**src/rtl/piece_ctrl.sv**
```systemverilog
// piece_ctrl - active-piece sequencer for the Tetris datapath.
//
// Holds the falling piece (type, rotation, position) and validates every
// spawn, shift, rotate and gravity step against the playfield. Each
// candidate position is checked by a 4-row collision pass: one board row
// address per cycle, read data folded into a collision flag as it returns.
// Pieces that cannot fall further are handed to the board writer through
// lock_valid/lock_ack.
//
// Optional feature macro: PIECE_CTRL_HARD_DROP_EN
//   defined   : cmd_drop repeats y+1 checks until one fails, then locks
//   undefined : cmd_drop is ignored and the drop loop is not built
//
// Ports
//   clk, rst_n            clock, asynchronous active-low reset
//   start                 spawn first piece from EMPTY
//   next_type[2:0]        type to spawn (7 treated as 0)
//   cmd_left/right/rot    move requests, sampled while cmd_ready
//   cmd_drop              hard drop request (feature macro)
//   grav_tick             gravity step request
//   brd_raddr[4:0]        board row address
//   brd_rdata[W-1:0]      board row, valid one cycle after the address
//   lock_ack              board has absorbed the locked piece
//   cmd_ready             piece active and idle
//   piece_valid           a piece is on the board
//   cur_type/rot/x/y      committed piece (cur_x signed)
//   lock_valid            piece locked, held until lock_ack
//   game_over             sticky, cleared only by reset
module piece_ctrl #(
  parameter int BOARD_W = 10,
  parameter int BOARD_H = 20,
  parameter int SPAWN_X = 3
) (
  input  logic               clk,
  input  logic               rst_n,
  input  logic               start,
  input  logic [2:0]         next_type,
  input  logic               cmd_left,
  input  logic               cmd_right,
  input  logic               cmd_rot,
  input  logic               cmd_drop,
  input  logic               grav_tick,
  output logic [4:0]         brd_raddr,
  input  logic [BOARD_W-1:0] brd_rdata,
  input  logic               lock_ack,
  output logic               cmd_ready,
  output logic               piece_valid,
  output logic [2:0]         cur_type,
  output logic [1:0]         cur_rot,
  output logic signed [4:0]  cur_x,
  output logic [4:0]         cur_y,
  output logic               lock_valid,
  output logic               game_over
);

  typedef enum logic [2:0] {
    S_EMPTY,
    S_ACTIVE,
    S_CHECK,
    S_LOCK,
    S_OVER
`ifdef PIECE_CTRL_HARD_DROP_EN
    ,
    S_DROP
`endif
  } state_t;

  typedef enum logic [2:0] {
    OP_SPAWN, OP_GRAV, OP_DROP, OP_ROT, OP_LEFT, OP_RIGHT
  } op_t;

  // Shape decoder. Nibble k (from the top) is box row k; bit 3 of a nibble
  // is the leftmost box column.
  function automatic logic [15:0] pick4(input logic [1:0] r, input logic [15:0] a,
                                        input logic [15:0] b, input logic [15:0] c,
                                        input logic [15:0] d);
    case (r)
      2'd0:    return a;
      2'd1:    return b;
      2'd2:    return c;
      default: return d;
    endcase
  endfunction

  function automatic logic [3:0] shape_row(input logic [2:0] t, input logic [1:0] r,
                                           input logic [1:0] k);
    logic [15:0] sh;
    case (t)
      3'd1:    sh = pick4(r, 16'h2222, 16'h0F00, 16'h4444, 16'h00F0); // I
      3'd2:    sh = 16'h6600;                                          // O
      3'd3:    sh = pick4(r, 16'h2E00, 16'h4460, 16'h0E80, 16'hC440); // L
      3'd4:    sh = pick4(r, 16'h8E00, 16'h6440, 16'h0E20, 16'h44C0); // J
      3'd5:    sh = pick4(r, 16'h6C00, 16'h4620, 16'h6C00, 16'h4620); // S
      3'd6:    sh = pick4(r, 16'hC600, 16'h2640, 16'hC600, 16'h2640); // Z
      default: sh = pick4(r, 16'hE400, 16'h4C40, 16'h4E00, 16'h4640); // T
    endcase
    return 4'(sh >> (12 - 4 * int'(k)));
  endfunction

  state_t             state, nxt;
  op_t                op, ld_op;
  logic [2:0]         cand_type, ld_type;
  logic [1:0]         cand_rot, ld_rot;
  logic signed [5:0]  cand_x, ld_x;   // 6-bit so x-1 / x+1 never wrap
  logic [5:0]         cand_y, ld_y;
  logic [2:0]         cnt;            // address phase 0..3, decision at 4
  logic               acc;            // collision seen in earlier rows
  logic               pv;
  logic               ld, commit, row_coll, coll;
  logic [2:0]         sp_type;
  logic signed [5:0]  cur_x6;
  logic [1:0]         rot_nxt;

  assign sp_type = (next_type == 3'd7) ? 3'd0 : next_type;
  assign cur_x6  = {cur_x[4], cur_x};

  always_comb begin
    case (cur_type)
      3'd2:       rot_nxt = 2'd0;
      3'd5, 3'd6: rot_nxt = {1'b0, ~cur_rot[0]};
      default:    rot_nxt = cur_rot + 2'd1;
    endcase
  end

`ifndef PIECE_CTRL_HARD_DROP_EN
  logic unused_drop;
  assign unused_drop = cmd_drop;
`endif

  // Row being read: address for row cnt, data returns one cycle later.
  always_comb begin
    int rd_row;
    brd_raddr = '0;
    rd_row    = int'(cand_y) + int'(cnt);
    if (state == S_CHECK && cnt < 3'd4 && rd_row < BOARD_H)
      brd_raddr = 5'(rd_row);
  end

  // Collision of box row cnt-1 against the data returned this cycle.
  // Rows below the board collide on any set cell, so their (ignored)
  // data never matters.
  always_comb begin
    logic [1:0] k;
    logic [3:0] srow;
    int         row_idx;
    int         col;
    row_coll = 1'b0;
    col      = 0;
    k        = 2'(cnt - 3'd1);
    srow     = shape_row(cand_type, cand_rot, k);
    row_idx  = int'(cand_y) + int'(k);
    if (srow != 4'd0 && row_idx > BOARD_H - 1) row_coll = 1'b1;
    for (int b = 0; b < 4; b++) begin
      if (srow[b]) begin
        col = int'(cand_x) + 3 - b;
        if (col < 0 || col > BOARD_W - 1) row_coll = 1'b1;
        else
          for (int c = 0; c < BOARD_W; c++)
            if (col == c && brd_rdata[c]) row_coll = 1'b1;
      end
    end
  end

  assign coll = acc | row_coll;

  always_ff @(posedge clk or negedge rst_n) begin
    if (!rst_n) state <= S_EMPTY;
    else        state <= nxt;
  end

  always_comb begin
    nxt     = state;
    ld      = 1'b0;
    ld_op   = OP_SPAWN;
    ld_type = cur_type;
    ld_rot  = cur_rot;
    ld_x    = cur_x6;
    ld_y    = {1'b0, cur_y};
    commit  = 1'b0;
    case (state)
      S_EMPTY: if (start) begin
        ld = 1'b1; ld_op = OP_SPAWN; ld_type = sp_type;
        ld_rot = 2'd0; ld_x = 6'(SPAWN_X); ld_y = 6'd0;
        nxt = S_CHECK;
      end
      S_ACTIVE: begin
        ld  = 1'b1;
        nxt = S_CHECK;
        if (grav_tick) begin
          ld_op = OP_GRAV; ld_y = {1'b0, cur_y} + 6'd1;
        end
`ifdef PIECE_CTRL_HARD_DROP_EN
        else if (cmd_drop) begin
          ld_op = OP_DROP; ld_y = {1'b0, cur_y} + 6'd1;
        end
`endif
        else if (cmd_rot) begin
          ld_op = OP_ROT; ld_rot = rot_nxt;
        end else if (cmd_left) begin
          ld_op = OP_LEFT; ld_x = cur_x6 - 6'sd1;
        end else if (cmd_right) begin
          ld_op = OP_RIGHT; ld_x = cur_x6 + 6'sd1;
        end else begin
          ld  = 1'b0;
          nxt = S_ACTIVE;
        end
      end
      S_CHECK: if (cnt == 3'd4) begin
        if (!coll) begin
          commit = 1'b1;
          nxt    = S_ACTIVE;
`ifdef PIECE_CTRL_HARD_DROP_EN
          if (op == OP_DROP) nxt = S_DROP;
`endif
        end else begin
          case (op)
            OP_SPAWN:         nxt = S_OVER;
            OP_GRAV, OP_DROP: nxt = S_LOCK;
            default:          nxt = S_ACTIVE;
          endcase
        end
      end
      S_LOCK: if (lock_ack) begin
        ld = 1'b1; ld_op = OP_SPAWN; ld_type = sp_type;
        ld_rot = 2'd0; ld_x = 6'(SPAWN_X); ld_y = 6'd0;
        nxt = S_CHECK;
      end
`ifdef PIECE_CTRL_HARD_DROP_EN
      // One idle cycle between drop rows keeps the 6-cycle cadence.
      S_DROP: begin
        ld = 1'b1; ld_op = OP_DROP; ld_y = {1'b0, cur_y} + 6'd1;
        nxt = S_CHECK;
      end
`endif
      default: nxt = state;
    endcase
  end

  always_ff @(posedge clk or negedge rst_n) begin
    if (!rst_n) begin
      op        <= OP_SPAWN;
      cand_type <= '0;
      cand_rot  <= '0;
      cand_x    <= '0;
      cand_y    <= '0;
      cnt       <= '0;
      acc       <= 1'b0;
      cur_type  <= '0;
      cur_rot   <= '0;
      cur_x     <= '0;
      cur_y     <= '0;
      pv        <= 1'b0;
    end else begin
      if (ld) begin
        op        <= ld_op;
        cand_type <= ld_type;
        cand_rot  <= ld_rot;
        cand_x    <= ld_x;
        cand_y    <= ld_y;
        cnt       <= '0;
        acc       <= 1'b0;
      end else if (state == S_CHECK) begin
        cnt <= cnt + 3'd1;
        if (cnt != 3'd0) acc <= coll;
      end
      if (commit) begin
        cur_type <= cand_type;
        cur_rot  <= cand_rot;
        cur_x    <= cand_x[4:0];
        cur_y    <= cand_y[4:0];
        if (op == OP_SPAWN) pv <= 1'b1;
      end
      if (state == S_LOCK && lock_ack) pv <= 1'b0;
    end
  end

  assign cmd_ready   = (state == S_ACTIVE);
  assign lock_valid  = (state == S_LOCK);
  assign game_over   = (state == S_OVER);
  assign piece_valid = pv;

endmodule

```
**config.mk**
```make
export PLATFORM = sky130hd
export DESIGN_NAME = piece_ctrl
export DESIGN_NICKNAME = d
export VERILOG_FILES = /design/src/rtl/piece_ctrl.sv
export SDC_FILE = /design/constraint.sdc
export NUM_CORES = 1
export LEC_CHECK = 0
export BUFFER_PORTS_ARGS = -buffer_cell sky130_fd_sc_hd__buf_2
export CORE_ASPECT_RATIO = 2
export CORE_MARGIN = 1
export CORE_UTILIZATION = 60
export DETAILED_ROUTE_END_ITERATION = 12
export GPL_TIMING_DRIVEN = 0
export PLACE_DENSITY = 0.77
export SLEW_MARGIN = 5
export SYNTH_ARGS = -nofsm -noshare
export SYNTH_HDL_FRONTEND = slang
export SYNTH_SLANG_ARGS = --single-unit
export TNS_END_PERCENT = 5
```
**constraint.sdc**
```tcl
create_clock -name clk -period 4.55 [get_ports clk]
set_input_delay 0.455 -clock clk [delete_from_list [all_inputs] [get_ports clk]]
set_output_delay 0.455 -clock clk [all_outputs]
set_load 0.02 [all_outputs]
```
Yosys cells after proc, flatten, opt, wreduce, memory -nomap -nowiden
Cells that the tools add are included.
W data, S select, Z words.
{"block": "totals", "register_bits": 43, "in_bits": 22}
{"block": "op_classes", "add_sub_neg": 13, "magnitude_cmp": 11, "n_eq_ne": 58, "shifts": 1, "muxes": 111, "bitwise_logic": 2, "reduce_logical": 68}
{"operator": "$eq A32 B4 Y1 const B", "count": 8}
{"operator": "$pmux W16 S3", "count": 3}
{"operator": "$eq A32 B3 Y1 const B", "count": 4}
{"operator": "$eq A32 B5 Y1 const B", "count": 4}
{"operator": "$logic_not A32 Y1", "count": 4}
{"operator": "$pmux W16 S6", "count": 1}
{"operator": "$eq A32 B2 Y1 const B", "count": 2}
{"operator": "$gt A32 B5 Y1 const B", "count": 2}
{"operator": "$lt A32 B1 Y1 const B", "count": 2}
{"operator": "$mux W1", "count": 64}
{"operator": "$pmux W15 S3", "count": 1}
{"operator": "$logic_and A1 B1 Y1", "count": 44}
{"operator": "$mux W3", "count": 14}
{"operator": "$mux W6", "count": 7}
{"operator": "$pmux W6 S3", "count": 2}
{"operator": "$eq A8 B4 Y1 const B", "count": 4}
{"operator": "$shr A16 B32 Y4", "count": 1}
{"operator": "$eq A7 B4 Y1 const B", "count": 4}
{"operator": "$eq A3 B3 Y1 const B", "count": 8}
{"operator": "$eq A3 B2 Y1 const B", "count": 6}
{"operator": "$eq A8 B3 Y1 const B", "count": 2}
{"operator": "$eq A8 B5 Y1 const B", "count": 2}
{"operator": "$mux W16", "count": 1}
{"operator": "$mux W2", "count": 8}
{"operator": "other kinds (44)", "count": 66}

Longest topological paths before layout
{"block": "depth", "depth_word": 62, "ltp_mapped": 15, "ltp_nobuf": 12}

Worst setup path before layout
No wires, ideal clock.
{"block": "synth_timing", "kind": "reg-to-reg", "startpoint": "reg cnt[0]", "endpoint": "reg cur_x[3]", "setup_time_ns": 0.128, "t_arrival_ns": 3.653, "path_slack_ns": 0.769, "stages_incl_launch_ff": 15, "n_path_buf": 2, "cell_sequence": "dfrtp_1 clkbuf_1 inv_1 ha_1 inv_1 ha_1 a211oi_1 a221oi_1 a311o_1 nor4_1 a21oi_1 a211o_1 nor3_4 buf_6 mux2_1"}
{"block": "synth_via", "elab_chain_cells": 58, "word_cells_on_any_way": 61, "cone_classes": "add/sub (3); order compare (1); eq/ne (1); shift (1); mux (52); bitwise (1); reduce/logical (2)"}
{"item": "from (decl)", "line": "106", "rtl": "logic [2:0] cnt;"}
{"item": "from (signal assigned)", "line": "263", "rtl": "cnt <= cnt + 3'd1;"}
{"item": "$sub A2 B1 Y2", "line": "149", "rtl": "k = 2'(cnt - 3'd1);"}
{"item": "$sub A4 B4 Y5", "line": "97", "rtl": "return 4'(sh >> (12 - 4 * int'(k)));"}
{"item": "$shr A16 B32 Y4", "line": "97"}
{"item": "$reduce_bool A4 Y1", "line": "152", "rtl": "if (srow != 4'd0 && row_idx > BOARD_H - 1) row_coll = 1'b1;"}
{"item": "$logic_and A1 B1 Y1", "line": "152"}
{"item": "$mux W1", "line": "152"}
{"item": "$mux W1 (10 in a row)", "line": "159", "rtl": "if (col == c && brd_rdata[c]) row_coll = 1'b1;"}
{"item": "$mux W1", "line": "156", "rtl": "if (col < 0 || col > BOARD_W - 1) row_coll = 1'b1;"}
{"item": "[... 24 more ...]"}
{"item": "$mux W1", "line": "154", "rtl": "if (srow[b]) begin"}
{"item": "$mux W1 (10 in a row)", "line": "159"}
{"item": "$mux W1", "line": "156"}
{"item": "$mux W1", "line": "154"}
{"item": "$or A1 B1 Y1", "line": "164", "rtl": "assign coll = acc | row_coll;"}
{"item": "$mux W1", "line": "209", "rtl": "if (!coll) begin"}
{"item": "$mux W1 (*)", "line": "208", "rtl": "S_CHECK: if (cnt == 3'd4) begin"}
{"item": "$mux W1 (*)", "line": "180", "rtl": "case (state)"}
{"item": "to (signal assigned)", "line": "269", "rtl": "cur_x <= cand_x[4:0];"}
{"item": "to (decl)", "line": "50", "rtl": "output logic signed [4:0] cur_x,"}
Every way passes the cells marked *; elsewhere a longest branch is shown, timed or not.
A chain may end at the register's enable or synchronous reset.

Worst setup path in the final report
{"block": "layout_timing", "startpoint": "reg cand_x[1]", "endpoint": "reg cur_type[2]"}
{"block": "layout_via", "elab_chain_cells": 55, "word_cells_on_any_way": 148, "cone_classes": "add/sub (4); order compare (8); eq/ne (36); mux (51); bitwise (1); reduce/logical (48)"}
{"item": "from (decl)", "line": "104", "rtl": "logic signed [5:0] cand_x, ld_x;"}
{"item": "from (signal assigned)", "line": "258", "rtl": "cand_x <= ld_x;"}
{"item": "$add A6 B3 Y7 (*)", "line": "155", "rtl": "col = int'(cand_x) + 3 - b;"}
{"item": "$logic_not A32 Y1", "line": "159"}
{"item": "$logic_and A1 B1 Y1", "line": "159"}
{"item": "$mux W1 (10 in a row)", "line": "159"}
{"item": "$mux W1", "line": "156"}
{"item": "$mux W1", "line": "154"}
{"item": "$mux W1 (10 in a row)", "line": "159"}
{"item": "$mux W1", "line": "156"}
{"item": "[... 12 more ...]"}
{"item": "$mux W1", "line": "154"}
{"item": "$mux W1 (10 in a row)", "line": "159"}
{"item": "$mux W1", "line": "156"}
{"item": "$mux W1 (*)", "line": "154"}
{"item": "$or A1 B1 Y1 (*)", "line": "164"}
{"item": "$mux W1 (*)", "line": "209"}
{"item": "$mux W1 (*)", "line": "208"}
{"item": "$mux W1 (*)", "line": "180"}
{"item": "to (signal assigned)", "line": "267", "rtl": "cur_type <= cand_type;"}
{"item": "to (decl)", "line": "48", "rtl": "output logic [2:0] cur_type,"}
Marked as above.

==> impl_results.md <==
- Status: complete, no violations
- Adder-Cell Fraction of Synth Area: around 9.1%
- Post-synth top area cell: dfrtp_1
- Seq pwr share: 44.9%
- Clk network pwr share: roughly 40%
- Max stage delay on crit path: 550 ps
- Worst-path cell chain: inv_1, ha_2, xor2_4, ha_1, nand2b_1, a211oi_1, a21oi_1, nor4_1, mux2i_1, a211o_1, nor3_4, buf_6, mux2_1
- Total congestion overflow: 0
- Final GP Congestion: 1.018
- # diodes: 0
- CP max FO: 10
- Post-synthesis mux area share: 6.562%
- Async SR Flop Fraction: 100.0%
- Yosys top cell area share: 24.97%
- Nets: 636
- Slew margin rel.: a little over a third
- DR pass1 iterations: 5
- Net Switching: 0.2310 mW
- Clk_lat worst skew: ~290 ps
- Min-delay worst type: input port to async pin
- DP HPWL: 9836 um
- Avg Inst Size Synth: about 8 um2
- Vias in the first global route: 4315
- Post-Syn Instances: 535
- Sequential area share after synthesis: 24.97%
- CTS tree: yes
- Clock sink total: between 40 and 50
- Pwr/cell area: roughly 180 nW/um2
- Share of layout cells above drive strength 1: approximately 16%
- Share of total power in combinational logic: 15.4%
- Synth Cell Area: 4309 um2
- Post-DRT Antenna Nets: 0
- VDD IR-drop max: between 0.2 and 0.3 mV
- Syn-to-layout area delta: 11.32%
- Kind of end point of the critical path: flip-flop
- Synth Area in Compound Gates: 28.02%
- Worst Max-Slew Pin Slew: approximately 1000 ps
- Num CTS Buffers: 5
- Arr. time, crit path: 4330 ps
- CP Launch Type: flip-flop
- Area of the multi-input gates: 3003 um2
- Distinct cells, synth: 74
- DRC: 0
- Reg area: 1077 um2
- Core area: 6940 um2
- Switch share: 26.51%
- Syn Nets: slightly below 600
- Flops & latches, synth: 43
- Die ar.: between 7000 and 8000 um2
- Crit Path Category: flip-flop to flip-flop
- Slowest CP cell: dfrtp_1
- RSZ-0062 raised after global routing: false
- Worst hold slack: 321.5 ps
- Port bufs: 43
- Fmax: 240.1 MHz
- # setup viols final: 0
- Initial core utilization: 62.09%
- Post-Synth Simple-Gate Area: 20.18%
- Post-Synth XOR/XNOR Area: 5.314%
- EDFF count, synth: 0
- Via density: roughly 6.6
- Post-layout min period: 4165 ps
- Pwr Total: 0.8714 mW
- Int Pwr: 0.6404 mW
- CTS root buffer: clkbuf_16
- Largest family of logic cells by synthesized area: compound AO/OA/AOI/OAI gates
- Crit share post-route: between 90% and 100%
- Initial antenna violation count: 0
- CP required: 4710 ps
- Drt total wl: 12880 um
- Fillers: 600
- Row count: 43
- CTS H-tree lvls: 2
- Top cells by count, synth: nand2_1 (48), nor2_1 (48), dfrtp_1 (43)
- Largest net degree at the start of global routing: 44
- Total GRT Usage: 36.24%
- Synth area leaders: dfrtp_1 (25%), ha_1 (8.1%), o21ai_0 (4.4%)
- Pins Over Slew Limit: 0
- Clock Pin Slew Worst Setup and Hold Paths: 60 ps
- Via count: about 4400
- LEAKAGE: 1.995 nW
- Final Hold Viols: 0
- Die Width: about 62 um
- Max clock buf depth: 2
- I/O pin count: 46
- Synthesis Warnings: 0
- Max Cap Viol: 0
- Main flop type after synthesis: dfrtp_1
- TNS Setup: 0 ps
- Routed len/inst: 19.09 um
- Die height: approximately 120 um
- Max Clock Skew: 5.087 ps
- Hold-fix buffers, CTS: 0
- First DRT Iteration DRCs: 445
- First-pass GRT wire length: 19970 um
-- cell type report --
cell class / instances / area share (%)
plain buffers: 31 / 2.973
clock buffers: 7 / 2.765
clock inverters: 1 / 0.1043
inverters: 29 / 2.269
multi-input cells: 431 / 62.60
flip-flops and latches: 43 / 22.46
well taps: 90 / 2.347
repair buffers: 43 / 4.486
-- flip-flops by register name (all words and copies together), names as in the netlist --
name         cells
cand_y           6
cand_x           6
cand_rot         2
piece_valid      1
acc              1
cur_rot          2
cur_type         3
cand_type        3
cur_y            5
cur_x            5
cnt              3
state            3
op               3
-- placed cells by master, fill, tap and decap left out, types with 9 or more instances in the layout --
master	synthesis	layout
clkbuf_1	20	20
buf_2	8	51
dfrtp_1	43	42
xor2_1	10	9
nand3_1	14	14
ha_1	28	26
a21oi_1	34	34
inv_1	27	27
nor3_1	11	11
o21ai_0	38	38
nor2b_1	15	15
a31oi_1	9	9
a22oi_1	14	14
nand2b_1	9	9
nand2_1	48	48
xnor2_1	13	13
nor2_1	48	48
mux2_2	10	10
-- logic make-up (layout without fill, tap and decap cells) --
kind of cell / after synthesis / after routing
buffers and inverters: 61 / 111
flip-flops: 43 / 43
AO/OA/AOI/OAI: 174 / 174
XOR/XNOR: 24 / 24
multiplexers: 26 / 26
AND/OR/NAND/NOR: 177 / 177
adder cells (fa/ha/maj): 30 / 30
-- stage by stage --
stage / utilization, % / instance area, um2 / cells / setup slack, ps
global placement: 66.81 / 4637 / 668 / 14.79
CTS: 68.85 / 4778 / 675 / 100.4
finish: 69.12 / 4797 / 675 / 385.2
floorplan: - / 4309 / 535 / 769.1
detailed placement: 66.81 / 4637 / 668 / -112.2
global route: 69.12 / 4797 / 675 / 66.68
-- worst max-delay path: cells and delay by family (launching register included) --
| kind | cells | cell delay [ps] |
|---|---|---|
| DFF | 1 | 550 |
| AOI/OAI and AO/OA | 3 | 730 |
| xor gates and xnor gates | 1 | 310 |
| and+or+nand+nor | 3 | 770 |
| buffers and inverters | 2 | 550 |
| muxes | 2 | 510 |
| adders and majority gates | 2 | 630 |
-- power by group through the flow --
stage	combinational [mW]	sequential, mW	clock, mW
CTS	0.131	0.391	0.350
global route	0.148	0.392	0.362
finish	0.135	0.391	0.346
global placement	0.129	0.397	0
detailed placement	0.132	0.397	0
floorplan	0.0852	0.396	0
-- worst paths after layout --
kind                            startpoint     endpoint  slack (ps)  cells past startpoint
worst max register to register   cand_x[1]  cur_type[2]         390                     13
min in group clk                  lock_ack  piece_valid         390                      2
worst max-delay path             cand_x[1]  cur_type[2]         390                     13
worst min-delay path                 rst_n    cand_y[4]         320                      1
worst min register to register       op[2]     state[1]         550                      1
max in group asynchronous            rst_n       cnt[0]        3580                      1
-- routing by layer --
layer | up-vias | GRT usage [%] | part of all wire, %
met2 | 198 | 64.05 | 53
li1 | 2057 | - | -
met4 | 0 | 25.69 | 6.7
met3 | 59 | 3.715 | 3.9
met1 | 2120 | 37.22 | 36
met5 | - | 0 | 0
-- timing repair --
action,in CTS,in global routing
cloned,0,0
endpoints found under the setup margin,8,15
pin swaps,0,0
setup buffers,0,0
gates resized for setup,1,6
No activity file was read; power rests on OpenSTA's default activity.
